$ cat src/rtl/blk_b63b67_pkg.sv
// Shared constants and helpers for the parametrised up/down counter family.
package blk_b63b67_pkg;

    typedef enum logic {
        CNT_DOWN = 1'b0,
        CNT_UP   = 1'b1
    } cnt_dir_e;

    localparam int unsigned CNT_WRAP = 0;
    localparam int unsigned CNT_SAT  = 1;

    function automatic int unsigned cnt_maxval(input int unsigned w);
        return (1 << w) - 1;
    endfunction

endpackage

$ cat src/rtl/blk_b63b67_celula.sv
// One counter bit: T-flop with synchronous clear, preset, parallel load and enable.
module contador_celula_t #(
    parameter logic PRST_VAL = 1'b1
) (
    input  logic clk,
    input  logic clr,
    input  logic prst,
    input  logic load,
    input  logic d,
    input  logic t,
    input  logic enable,
    output logic q,
    output logic q_bar
);

    always_ff @(posedge clk) begin
        if (clr)
            q <= 1'b0;
        else if (prst)
            q <= PRST_VAL;
        else if (load)
            q <= d;
        else if (enable && t)
            q <= ~q;
    end

    always_comb q_bar = ~q;

endmodule

$ cat src/rtl/blk_b63b67.sv
// Parametrised synchronous up/down counter: T-cell chain plus boundary override,
// load clamp, terminal count and wrap pulse.
module blk_b63b67
    import blk_b63b67_pkg::*;
#(
    parameter int unsigned WIDTH    = 7,
    parameter int unsigned MAX      = cnt_maxval(WIDTH),
    parameter int unsigned SATURATE = CNT_WRAP
) (
    input  logic             clk,
    input  logic             clr,
    input  logic             prst,
    input  logic             enable,
    input  logic             up_down,
    input  logic             load,
    input  logic [WIDTH-1:0] d,
    output logic [WIDTH-1:0] q,
    output logic             tc,
    output logic             wrap
);

    localparam logic [WIDTH-1:0] MAX_V = WIDTH'(MAX);
    localparam bit               SAT   = (SATURATE == CNT_SAT);

    logic [WIDTH-1:0] q_bar;
    logic [WIDTH-1:0] up_t;
    logic [WIDTH-1:0] dn_t;
    logic [WIDTH-1:0] t;
    logic [WIDTH-1:0] cell_d;
    logic             at_bound;
    logic             cell_load;

    always_comb begin
        at_bound = (up_down == CNT_UP) ? (q == MAX_V) : (q == '0);
        tc       = enable & at_bound;
    end

    always_comb begin
        up_t    = '0;
        dn_t    = '0;
        up_t[0] = 1'b1;
        dn_t[0] = 1'b1;
        for (int unsigned i = 1; i < WIDTH; i++) begin
            up_t[i] = up_t[i-1] & q[i-1];
            dn_t[i] = dn_t[i-1] & q_bar[i-1];
        end
        t = (up_down == CNT_UP) ? up_t : dn_t;
    end

    // At a boundary the toggle chain would step past 0..MAX, so the next value
    // is forced through the cells' load path instead; user load wins and is clamped.
    always_comb begin
        cell_load = load | tc;
        if (load)
            cell_d = (d > MAX_V) ? MAX_V : d;
        else if (up_down == CNT_UP)
            cell_d = SAT ? MAX_V : '0;
        else
            cell_d = SAT ? '0 : MAX_V;
    end

    for (genvar i = 0; i < WIDTH; i++) begin : g_cell
        contador_celula_t #(
            .PRST_VAL(MAX_V[i])
        ) u_cell (
            .clk   (clk),
            .clr   (clr),
            .prst  (prst),
            .load  (cell_load),
            .d     (cell_d[i]),
            .t     (t[i]),
            .enable(enable),
            .q     (q[i]),
            .q_bar (q_bar[i])
        );
    end

    always_ff @(posedge clk) begin
        if (clr || prst || load)
            wrap <= 1'b0;
        else
            wrap <= !SAT && tc;
    end

endmodule

$ cat config.mk
export PLATFORM = sky130hd
export DESIGN_NAME = blk_b63b67
export DESIGN_NICKNAME = d
export VERILOG_FILES = /design/src/rtl/blk_b63b67_pkg.sv /design/src/rtl/blk_b63b67_celula.sv /design/src/rtl/blk_b63b67.sv
export SDC_FILE = /design/constraint.sdc
export NUM_CORES = 1
export LEC_CHECK = 0
export ABC_AREA = 1
export BUFFER_PORTS_ARGS = -buffer_cell sky130_fd_sc_hd__buf_2
export CAP_MARGIN = 25
export CORE_ASPECT_RATIO = 1.2
export CORE_MARGIN = 2
export CORE_UTILIZATION = 45
export CTS_BUF_LIST = sky130_fd_sc_hd__clkbuf_4
export DETAILED_ROUTE_END_ITERATION = 8
export PLACE_DENSITY = 0.81
export SKIP_CTS_REPAIR_TIMING = 1
export SYNTH_ARGS = -nofsm -noshare
export SYNTH_HDL_FRONTEND = slang
export SYNTH_SLANG_ARGS = --single-unit
$ cat constraint.sdc
create_clock -name clk -period 1.3 [get_ports clk]
set_input_delay 0 -clock clk [delete_from_list [all_inputs] [get_ports clk]]
set_output_delay 0 -clock clk [all_outputs]
set_load 0.005 [all_outputs]
Word level (Yosys, flattened, before mapping)
Cells that the tools add are included.

storage, ports and cells
  bits in registers = 8
  input bits = 13
  output and inout port bits = 9
  logic and storage cells = 72

operators by class
  $lt $le $gt $ge = 1
  equality and inequality tests = 1
  mux-type cells = 26
  bitwise logic cells = 19
  reduce and logical (&&, ||, !) cells = 17

operators by type and width
  cell                number
  $mux 7              4
  $mux 1              22
  $reduce_bool 3->1   7
  $and 1x1->1         11
  $eq 7x7->1 const B  1
  $gt 7x7->1 const B  1
  $logic_and 1x1->1   7
  $logic_not 7->1     1
  $not 1->1           7
  $logic_or 1x1->1    2
  $or 1x1->1          1

Depth between registers and ports, before layout
Gate-level depths: netlist of the first run.

  word-level depth = 11
  gate-level depth with buffers = 11
  depth with buffers taken out = 10

Hierarchy
A second synthesis of the first run with hierarchy kept.

unflattened totals
  cell total of the unflattened synthesis = 128
  area, all modules = 743.2 um2

modules (own cells, without submodules)
  module             times used  cells each  area an instance (um2)  sequential area each (um2)
  contador_celula_t  7           10          66.3                    20.0
  blk_b63b67         1           58          279.0                   20.0

Worst setup path after synthesis of the first run
OpenSTA, ideal clock, no wires.

  path kind = register to register
  from = reg g_cell[0].u_cell.q
  to = reg g_cell[5].u_cell.q
  setup time = 113 ps
  arrival = 1172 ps
  data required time = 1187 ps
  slack = 15 ps
  stages on the path, launching flop included = 9
  clock period less this slack = 1285 ps
  cells stage by stage = dfxtp_1 -> nand3_1 -> a21oi_2 -> nand3_2 -> buf_6 -> nand3_1 -> nand3_1 -> nor2_1 -> nor2_1

between the ends
  word-level cells in the longest chain between the ends = 8
  elaborated cells between the ends (all ways) = 19

ends and longest elaborated chain
  item                                line                     source
  start, declared                     blk_b63b67_celula.sv:12  output logic q,
  start signal, assigned              blk_b63b67_celula.sv:24  q <= ~q;
  $not 1->1                           blk_b63b67_celula.sv:27  always_comb q_bar = ~q;
  $and 1x1->1 (4 in a row)            blk_b63b67.sv:45         dn_t[i] = dn_t[i-1] & q_bar[i-1];
  $mux 7                              blk_b63b67.sv:47         t = (up_down == CNT_UP) ? up_t : dn_t;
  $logic_and 1x1->1                   blk_b63b67_celula.sv:23  else if (enable && t)
  $reduce_bool 3->1 (no source line)  n/a
  end signal, assigned                blk_b63b67_celula.sv:24
  end, declared                       blk_b63b67_celula.sv:12

Parallel ways exist; a longest one is shown, timed or not.
A chain may end at the register's enable or synchronous reset.

Final worst setup path of the first run
  from = reg g_cell[1].u_cell.q
  to = out tc

between the ends
  word-level cells in the longest chain between the ends = 3
  elaborated cells between the ends (all ways) = 4

ends and longest elaborated chain
  item                                           line                     source
  start, declared                                blk_b63b67_celula.sv:12
  start signal, assigned                         blk_b63b67_celula.sv:24
  $eq 7x7->1 or $logic_not 7->1 (tied branches)  blk_b63b67.sv:34         at_bound = (up_down == CNT_UP) ? (q == MAX_V) : (q == '0);
  $mux 1 *                                       blk_b63b67.sv:34
  $and 1x1->1 *                                  blk_b63b67.sv:35         tc = enable & at_bound;
  end, declared                                  blk_b63b67.sv:18         output logic tc,

Every way passes the cells marked *; elsewhere a longest branch is shown, timed or not.

==> reports/results.txt, run 1 <==
final count of pins violating max slew: 0
number of buffers and inverters on the critical path: 3
worst clock skew: 0.00149 ns
die area: 0.00198 sq mm
critical path startpoint category: flip-flop
number of vias in the routed layout: 930
met1 Track Usage GR: 28.1%
grt peak-use layer: met2
number of detailed-routing iterations run before antenna repair: 4
overall die height: 48.3 um
antenna violations before repair: 0
clock period minus worst slack: 1.38 ns
slew at the pin with the worst max-slew slack: 0.276 ns
setup TNS: -0.253 ns
clock transition at the registers of the reported paths: 0.06 ns
post-synthesis instance area: 737 sq um
ratio of cells with drive above 1 in the final layout: 37.9%
fraction of synthesized cell area taken by the top area cell type: 21.7%
Final setup violation count: 8
type of the setup path with the least slack: reg -> out
Fill cells: 134
post-synthesis register bit count: 8
net count after synthesis: 145
number of global-route vias before repair: 745
count of H-tree levels built during CTS: 1
Post-DP HPWL: 1360 um
sort of element at the end of the critical path: output port
worst hold path type: in -> reg
synthesis warning total: 0
global-route wire length before repair: 3030 um
area taken by flip-flops and latches: 174 sq um
unrepaired setup endpoints after global routing: yes
data required time of the critical path: 1.30 ns
Wirelength per Cell: 11.1 um
met3 track demand over resource in global routing: 2.75%
Post-Route Hold Slack: -0.0172 ns
Core Region: 0.00158 sq mm
upper clock frequency limit: 723 MHz
TritonCTS clock tree: yes
kind of cell with the highest combined delay on the critical path: flip-flops
IO Count: 22
drt via density: 5.20
Critical-path top delay cell: sky130_fd_sc_hd__dfxtp_4
Final Hold Violating Endpoints: 1
delay of the slowest cell on the worst path: 0.38 ns
CP cell instances: nand3_4 > a21oi_4 > nand3_4 > buf_6 > inv_2 > buf_6
worst-case setup margin in the final layout: -0.0825 ns
result of the run: finished, violations left
die boundary width: 40.9 um
area used by multi-input combinational logic: 531 sq um
leakage component of the power: 0.553 nW
post-layout power: 0.000814 W
reported max-cap violation count: 0
met2 routing resource usage after global routing: 32.0%
CTS buffer count: 3
Buffers on Ports: 21
all-layer global routing usage: 21.4%
total number of clock tree sinks: 8
number of nets in the layout: 176
number of standard cells after synthesis: 132
power density over the cells: 790 mW/mm^2
share of the core filled with cells in the final layout: 65.2%
final antenna-violating net count: 0
CTS Root Buffer Type: sky130_fd_sc_hd__clkbuf_4
largest net degree at the start of global routing: 18
Syn Area/Cell: 5.58 sq um
count of distinct cell types in the synthesized netlist: 22
Yosys top cell by area: sky130_fd_sc_hd__dfxtp_1
count of inserted antenna diode cells: 0
Post-Route WL: 1980 um
drt drc: 0
DR iter-0 viols: 24
signal arrival time at the worst endpoint: 1.38 ns
post-synthesis to final-layout area growth: 39.9%
ranking of synthesized cells by area: sky130_fd_sc_hd__dfxtp_1, sky130_fd_sc_hd__nand2_1, sky130_fd_sc_hd__nand3_1
Worst-Skew Late Latency: 0.27 ns
number of cell rows: 16
Routability Congestion: 0.875
sequential element share of the synthesized area: 21.7%
Max FO, Critical Path: 6
violations in the final reports: negative hold slack, negative setup slack
Tcrit/Tclk final: 106%
max_slew headroom: 81.5%
Max VDD drop: 548 uV
remaining global-route overflow: 0
deepest clock path buffer count: 2
initial cell density of the core: 46.6%
final cells by class:
cell class | count | share of cell area (%)
clock buffers | 3 | 2.18
multi-input cells | 100 | 51.5
flip-flops and latches | 8 | 16.9
repair buffers | 35 | 21.8
inverters | 15 | 5.46
well taps | 18 | 2.18
layout by cell type (no fill, tap or decap):
master,synthesis,layout
sky130_fd_sc_hd__xor2_1,1,1
sky130_fd_sc_hd__a21oi_1,3,3
sky130_fd_sc_hd__a21boi_1,1,1
sky130_fd_sc_hd__dfxtp_1,8,3
sky130_fd_sc_hd__clkinv_1,1,1
sky130_fd_sc_hd__nor4_1,1,1
sky130_fd_sc_hd__nor3_2,0,1
sky130_fd_sc_hd__nand3_1,17,14
sky130_fd_sc_hd__nand3b_1,2,2
sky130_fd_sc_hd__o21ai_0,4,4
sky130_fd_sc_hd__nand3_4,0,2
sky130_fd_sc_hd__buf_2,0,20
sky130_fd_sc_hd__nand4_1,2,2
sky130_fd_sc_hd__nor2_1,22,18
sky130_fd_sc_hd__dfxtp_4,0,3
sky130_fd_sc_hd__dlygate4sd3_1,0,2
sky130_fd_sc_hd__nand2_4,0,1
sky130_fd_sc_hd__nand3_2,1,3
sky130_fd_sc_hd__a21oi_4,0,1
sky130_fd_sc_hd__nand2_2,2,4
sky130_fd_sc_hd__nor2_2,0,2
sky130_fd_sc_hd__nand2_1,40,37
sky130_fd_sc_hd__or2_2,1,1
sky130_fd_sc_hd__inv_1,12,11
sky130_fd_sc_hd__buf_6,1,2
sky130_fd_sc_hd__dfxtp_2,0,2
sky130_fd_sc_hd__inv_2,2,3
sky130_fd_sc_hd__nor2_4,0,2
sky130_fd_sc_hd__clkbuf_4,0,3
sky130_fd_sc_hd__buf_4,8,11
layer usage:
metal	up-vias	share of wire (%)
met2	47	49
met5	-	0
met3	7	7.8
met1	397	40
li1	479	-
met4	0	3.0
synthesized netlist by cell type (all sizes together):
master / instances
a21oi: 4
nand2: 42
nor3: 1
clkbuf: 1
buf: 9
dfxtp: 8
clkinv: 1
inv: 14
nand4: 2
nor2: 22
nand3: 18
o21ai: 4
nand3b: 2
nor4: 1
or2: 1
xor2: 1
a21boi: 1
power by group:
part	switching, W	internal, W
Clock	0.0000989	0.000107
Sequential	0.0000272	0.000268
Combinational	0.000172	0.000141
Total	0.000298	0.000516
final timing paths:
| path | start | endpoint | slack, ns | cells past startpoint |
|---|---|---|---|---|
| setup / recovery | g_cell[1].u_cell.q$_SDFFE_PP0P_ | tc | -0.08 | 6 |
| hold / removal | load | wrap$_SDFF_PP0_ | -0.02 | 2 |
| setup reg to reg | g_cell[1].u_cell.q$_SDFFE_PP0P_ | g_cell[2].u_cell.q$_SDFFE_PP0P_ | -0.04 | 8 |
| hold reg to reg | g_cell[5].u_cell.q$_SDFFE_PP0P_ | g_cell[5].u_cell.q$_SDFFE_PP0P_ | 0.62 | 4 |
state kept, by name, indices dropped and copies added (netlist names):
signal           cells
wrap                 1
g_cell.u_cell.q      7
stage by stage:
stage          hold slack [ns]  setup WS [ns]  instances  area [sq um]
2_1_floorplan           0.0764         0.0149        132           737
3_3_place_gp             0.199         -0.127        171           865
3_5_place_dp             0.200         -0.200        171           865
4_1_cts                -0.0797         -0.288        174           887
5_1_grt                 0.0124         -0.115        179          1030
6_report               -0.0172        -0.0825        179          1030
logic make-up (layout without fill, tap and decap cells):
family,after synthesis,after routing,synth area share (%)
buf+inv,25,53,17.8
simple gates,89,90,52.3
xor+xnor,1,1,1.19
flops,8,8,21.7
compound gates,9,9,6.96
No activity file was read; power rests on OpenSTA's default activity.
==> inputs of run 2 (changes only) <==
- clock period: 1.3 -> 1.2 ns (I/O delays scaled with it)
==> reports/results.txt, run 2 (synthesized netlist as in run 1, its figures left out) <==
slew at the pin with the worst max-slew slack: 0.308 ns
Reg2Reg Setup Slack: -0.17 ns
unrepaired setup endpoints after global routing: yes
worst clock skew: 0.0111 ns
total number of clock tree sinks: 8
number of global-route vias before repair: 759
final count of pins violating max slew: 0
internal power consumption: 0.000589 W
Seq pwr share: 34.9%
IO Count: 22
count of H-tree levels built during CTS: 1
CTS Root Buffer Type: sky130_fd_sc_hd__clkbuf_4
largest registers: g_cell.u_cell.q: 7 flops, wrap: 1 flops
clock transition at the registers of the reported paths: 0.07 ns
clock period minus worst slack: 1.38 ns
upper clock frequency limit: 723 MHz
number of cell rows: 16
reported max-cap violation count: 0
Post-DP HPWL: 1420 um
Max FO, Critical Path: 6
sort of element at the end of the critical path: output port
post-layout power: 0.000920 W
drt via density: 5.24
antenna violations before repair: 0
combinational cell fraction of total power: 37.3%
CP cell instances: nand3_4 > a21oi_4 > nand3_4 > buf_6 > inv_2 > buf_6
Final setup violation count: 9
Routability Congestion: 0.844
Tcrit/Tclk final: 115%
number of vias in the routed layout: 938
number of detailed-routing iterations run before antenna repair: 4
Worst-Skew Late Latency: 0.26 ns
Post-Route Hold Slack: -0.0639 ns
worst-case setup margin in the final layout: -0.184 ns
hold depth: 2
die boundary width: 40.9 um
initial cell density of the core: 46.6%
leakage component of the power: 0.557 nW
switching power: 0.000330 W
Core Region: 0.00158 sq mm
top library cells by usage in the layout, fill and taps aside: sky130_fd_sc_hd__nand2_1, sky130_fd_sc_hd__buf_2, sky130_fd_sc_hd__nor2_1
R2R depth: 7
all-layer global routing usage: 20.1%
CTS buffer count: 3
drt drc: 0
Max VDD drop: 492 uV
post-synthesis to final-layout area growth: 42.1%
overall die height: 48.3 um
result of the run: finished, violations left
switching portion of total power: 35.9%
register bank with the most flops: g_cell.u_cell.q
largest net degree at the start of global routing: 18
TritonCTS clock tree: yes
Post-Route WL: 2130 um
delay of the slowest cell on the worst path: 0.39 ns
critical register-to-register path endpoint: g_cell[5].u_cell.q$_SDFFE_PP0P_
worst hold start: prst
hold path endpoint: wrap$_SDFF_PP0_
DR iter-0 viols: 39
fraction of power consumed by the clock network: 27.8%
number of nets in the layout: 175
share of the core filled with cells in the final layout: 66.2%
remaining global-route overflow: 0
final instance area: 0.00105 sq mm
Wirelength per Cell: 11.9 um
area of placed instances: 887 sq um
ratio of cells with drive above 1 in the final layout: 41.6%
commonest non-fill, non-tap cell in the layout: sky130_fd_sc_hd__nand2_1
worst hold path type: in -> reg
violations in the final reports: negative hold slack, negative setup slack
die area: 0.00198 sq mm
placed insts: 172
Buffers on Ports: 21
Critical-path top delay cell: sky130_fd_sc_hd__dfxtp_2
post-placement setup slack: -0.245 ns
final non-filler cell total: 179
source of the worst register-to-register timing path: g_cell[2].u_cell.q$_SDFFE_PP0P_
global-route wire length before repair: 2920 um
final antenna-violating net count: 0
number of flip-flops in the largest register: 7
deepest clock path buffer count: 2
data required time of the critical path: 1.20 ns
Final Hold Violating Endpoints: 1
max_slew headroom: 79.3%
power density over the cells: 878 mW/mm^2
critical path startpoint category: flip-flop
signal arrival time at the worst endpoint: 1.38 ns
count of inserted antenna diode cells: 0
type of the setup path with the least slack: reg -> out
run 2: changes by cell type in the layout (fill, tap and decap cells not counted):
cell / delta
sky130_fd_sc_hd__nand2_4: +1
sky130_fd_sc_hd__nand3_2: +2
sky130_fd_sc_hd__nor2_2: +1
sky130_fd_sc_hd__nand3_1: -2
sky130_fd_sc_hd__dlygate4sd3_1: -1
sky130_fd_sc_hd__dfxtp_2: +2
sky130_fd_sc_hd__dfxtp_4: -1
sky130_fd_sc_hd__nor2_1: -1
sky130_fd_sc_hd__clkbuf_4: +1
sky130_fd_sc_hd__dfxtp_1: -1
sky130_fd_sc_hd__nand2_1: -1
run 2: cell type report:
type | count | area (sq um)
multi-input combinational | 100 | 551
sequential | 8 | 173
fill | 131 | 534
timing repair buffer | 34 | 215
tap | 18 | 22.5
clock buffer | 4 | 30.0
inverter | 15 | 56.3
run 2: how the worst max path moves through the flow:
| stage | start | end | depth (start not counted) |
|---|---|---|---|
| floorplan | g_cell[0].u_cell.q$_SDFFE_PP0P_ | g_cell[5].u_cell.q$_SDFFE_PP0P_ | 8 |
| CTS | g_cell[5].u_cell.q$_SDFFE_PP0P_ | tc | 8 |
| global route | g_cell[1].u_cell.q$_SDFFE_PP0P_ | g_cell[2].u_cell.q$_SDFFE_PP0P_ | 8 |
| detailed placement | g_cell[5].u_cell.q$_SDFFE_PP0P_ | g_cell[2].u_cell.q$_SDFFE_PP0P_ | 10 |
| finish | g_cell[2].u_cell.q$_SDFFE_PP0P_ | tc | 6 |
| global placement | g_cell[5].u_cell.q$_SDFFE_PP0P_ | g_cell[6].u_cell.q$_SDFFE_PP0P_ | 9 |
run 2: stage by stage:
step                setup TNS, ns  hold slack (ns)
finish                      -1.16          -0.0639
floorplan                  -0.175           0.0764
global route                -1.89          -0.0521
CTS                         -1.98          -0.0676
detailed placement          -1.60            0.201
global placement            -1.38            0.200
run 2: power groups by stage:
stage | Clock (W) | Combinational (W) | Sequential, W
final | 0.000256 | 0.000343 | 0.000321
after global routing | 0.000256 | 0.000379 | 0.000324
after CTS | 0.000250 | 0.000279 | 0.000313
after detailed placement | 0 | 0.000277 | 0.000319
after global placement | 0 | 0.000271 | 0.000317
after floorplan | 0 | 0.000194 | 0.000321
run 2: metal layers:
layer | global-route usage (%) | share of wire (%)
met1 | 24.1 | 42
met2 | 34.6 | 49
met3 | 3.21 | 6.6
met4 | 5.00 | 3.2
met5 | 0 | 0
run 2: worst max-delay path, delay by kind of cell, from the launching register on:
family,cells,cell delay (ns)
compound gates,1,0.22
buf+inv,3,0.27
flops,1,0.39
simple gates,2,0.25
==> inputs of run 3 (changes only) <==
- PLACE_DENSITY: 0.81 -> 0.78
- clock period: 1.2 -> 1.46 ns (I/O delays scaled with it)
==> reports/results.txt, run 3 (synthesized netlist as in run 1, its figures left out) <==
Worst-Skew Late Latency: 0.27 ns
TritonCTS clock tree: yes
Post-DP HPWL: 1320 um
Tcrit/Tclk final: 97.2%
final antenna-violating net count: 0
final non-filler cell total: 176
die boundary width: 40.9 um
fraction of power consumed by the clock network: 27.1%
signal arrival time at the worst endpoint: 1.42 ns
type of the setup path with the least slack: reg -> out
switching portion of total power: 36.1%
number of nets in the layout: 173
deepest clock path buffer count: 2
delay of the slowest cell on the worst path: 0.37 ns
initial cell density of the core: 46.6%
ratio of cells with drive above 1 in the final layout: 32.9%
slew at the pin with the worst max-slew slack: 0.277 ns
Critical-path top delay cell: sky130_fd_sc_hd__dfxtp_4
violations in the final reports: negative hold slack
largest net degree at the start of global routing: 18
unrepaired setup endpoints after global routing: yes
worst hold path type: in -> reg
placed insts: 165
overall die height: 48.3 um
combinational cell fraction of total power: 35.2%
total number of clock tree sinks: 8
CTS buffer count: 3
drt drc: 0
number of flip-flops in the largest register: 7
switching power: 0.000251 W
global-route wire length before repair: 2930 um
count of H-tree levels built during CTS: 1
upper clock frequency limit: 705 MHz
number of detailed-routing iterations run before antenna repair: 4
Wirelength per Cell: 10.8 um
remaining global-route overflow: 0
Buffers on Ports: 21
Final setup violation count: 0
clock period minus worst slack: 1.42 ns
worst-case setup margin in the final layout: 0.0410 ns
largest registers: g_cell.u_cell.q: 7 flops, wrap: 1 flops
setup TNS: 0 ns
sort of element at the end of the critical path: output port
worst clock skew: 0.00648 ns
Post-Route Hold Slack: -0.0230 ns
Routability Congestion: 0.889
number of vias in the routed layout: 894
post-synthesis to final-layout area growth: 29.9%
post-placement setup slack: -0.0793 ns
count of inserted antenna diode cells: 0
all-layer global routing usage: 20.9%
Max VDD drop: 425 uV
Final Hold Violating Endpoints: 1
number of buffers and inverters on the critical path: 3
antenna violations before repair: 0
number of global-route vias before repair: 736
die area: 0.00198 sq mm
Max FO, Critical Path: 7
CP cell instances: nand3_2 > a21oi_2 > nand3_4 > buf_4 > inv_1 > buf_2
number of cell rows: 16
reported max-cap violation count: 0
final count of pins violating max slew: 0
data required time of the critical path: 1.46 ns
power density over the cells: 725 mW/mm^2
kind of cell with the highest combined delay on the critical path: flip-flops
commonest non-fill, non-tap cell in the layout: sky130_fd_sc_hd__nand2_1
max_slew headroom: 81.5%
Core Region: 0.00158 sq mm
CTS Root Buffer Type: sky130_fd_sc_hd__clkbuf_4
register bank with the most flops: g_cell.u_cell.q
Post-Route WL: 1900 um
DR iter-0 viols: 23
post-layout power: 0.000694 W
leakage component of the power: 0.537 nW
IO Count: 22
internal power consumption: 0.000443 W
Seq pwr share: 37.7%
top library cells by usage in the layout, fill and taps aside: sky130_fd_sc_hd__nand2_1, sky130_fd_sc_hd__buf_2, sky130_fd_sc_hd__nor2_1
clock transition at the registers of the reported paths: 0.06 ns
critical path startpoint category: flip-flop
drt via density: 5.08
result of the run: finished, violations left
==> run 3: worst reg2reg max path, stage by stage (launching register included) <==
cell                      delay, ns
sky130_fd_sc_hd__dfxtp_4       0.37
sky130_fd_sc_hd__nand3_2       0.08
sky130_fd_sc_hd__a21oi_2       0.24
sky130_fd_sc_hd__nand3_4       0.15
sky130_fd_sc_hd__buf_6         0.16
sky130_fd_sc_hd__nand4_1       0.09
sky130_fd_sc_hd__nand2_1       0.07
sky130_fd_sc_hd__nor2_1        0.09
sky130_fd_sc_hd__nor2_1        0.05
==> run 3: final cells by class <==
type                    instances  area, sq um
multi-input cells              99          478
well taps                      18         22.5
inverters                      15         56.3
clock buffers                   3         22.5
flip-flops and latches          8          174
repair buffers                 33          204
fillers                       159          624
==> run 3: path summary, 6_finish.rpt <==
path / cells past startpoint / from / slack [ns] / to
max: 6 / g_cell[0].u_cell.q$_SDFFE_PP0P_ / 0.04 / tc
min: 2 / load / -0.02 / wrap$_SDFF_PP0_
max reg2reg: 8 / g_cell[0].u_cell.q$_SDFFE_PP0P_ / 0.06 / g_cell[1].u_cell.q$_SDFFE_PP0P_
min reg2reg: 4 / g_cell[6].u_cell.q$_SDFFE_PP0P_ / 0.58 / g_cell[6].u_cell.q$_SDFFE_PP0P_
==> run 3: layer usage <==
layer  GRT usage (%)  part of all wire, %  vias to the layer above
met1            28.7                   43                      375
met3            2.75                  7.3                        9
met2            28.6                   45                       47
li1                -                    -                      463
met5               0                    0                        -
met4            14.4                  4.0                        0
==> run 3: power by group through the flow <==
| stage | logic (W) | registers [W] | clock network, W |
|---|---|---|---|
| CTS | 0.000205 | 0.000257 | 0.000192 |
| floorplan | 0.000159 | 0.000260 | 0 |
| finish | 0.000244 | 0.000261 | 0.000188 |
| global placement | 0.000201 | 0.000260 | 0 |
| detailed placement | 0.000204 | 0.000262 | 0 |
| global route | 0.000276 | 0.000264 | 0.000201 |
==> run 3: stage by stage <==
step	util [%]	cell area [sq um]
final	60.5	957
after global routing	60.5	957
after CTS	53.2	842
after detailed placement	51.8	820
after global placement	51.8	820
after floorplan	-	737
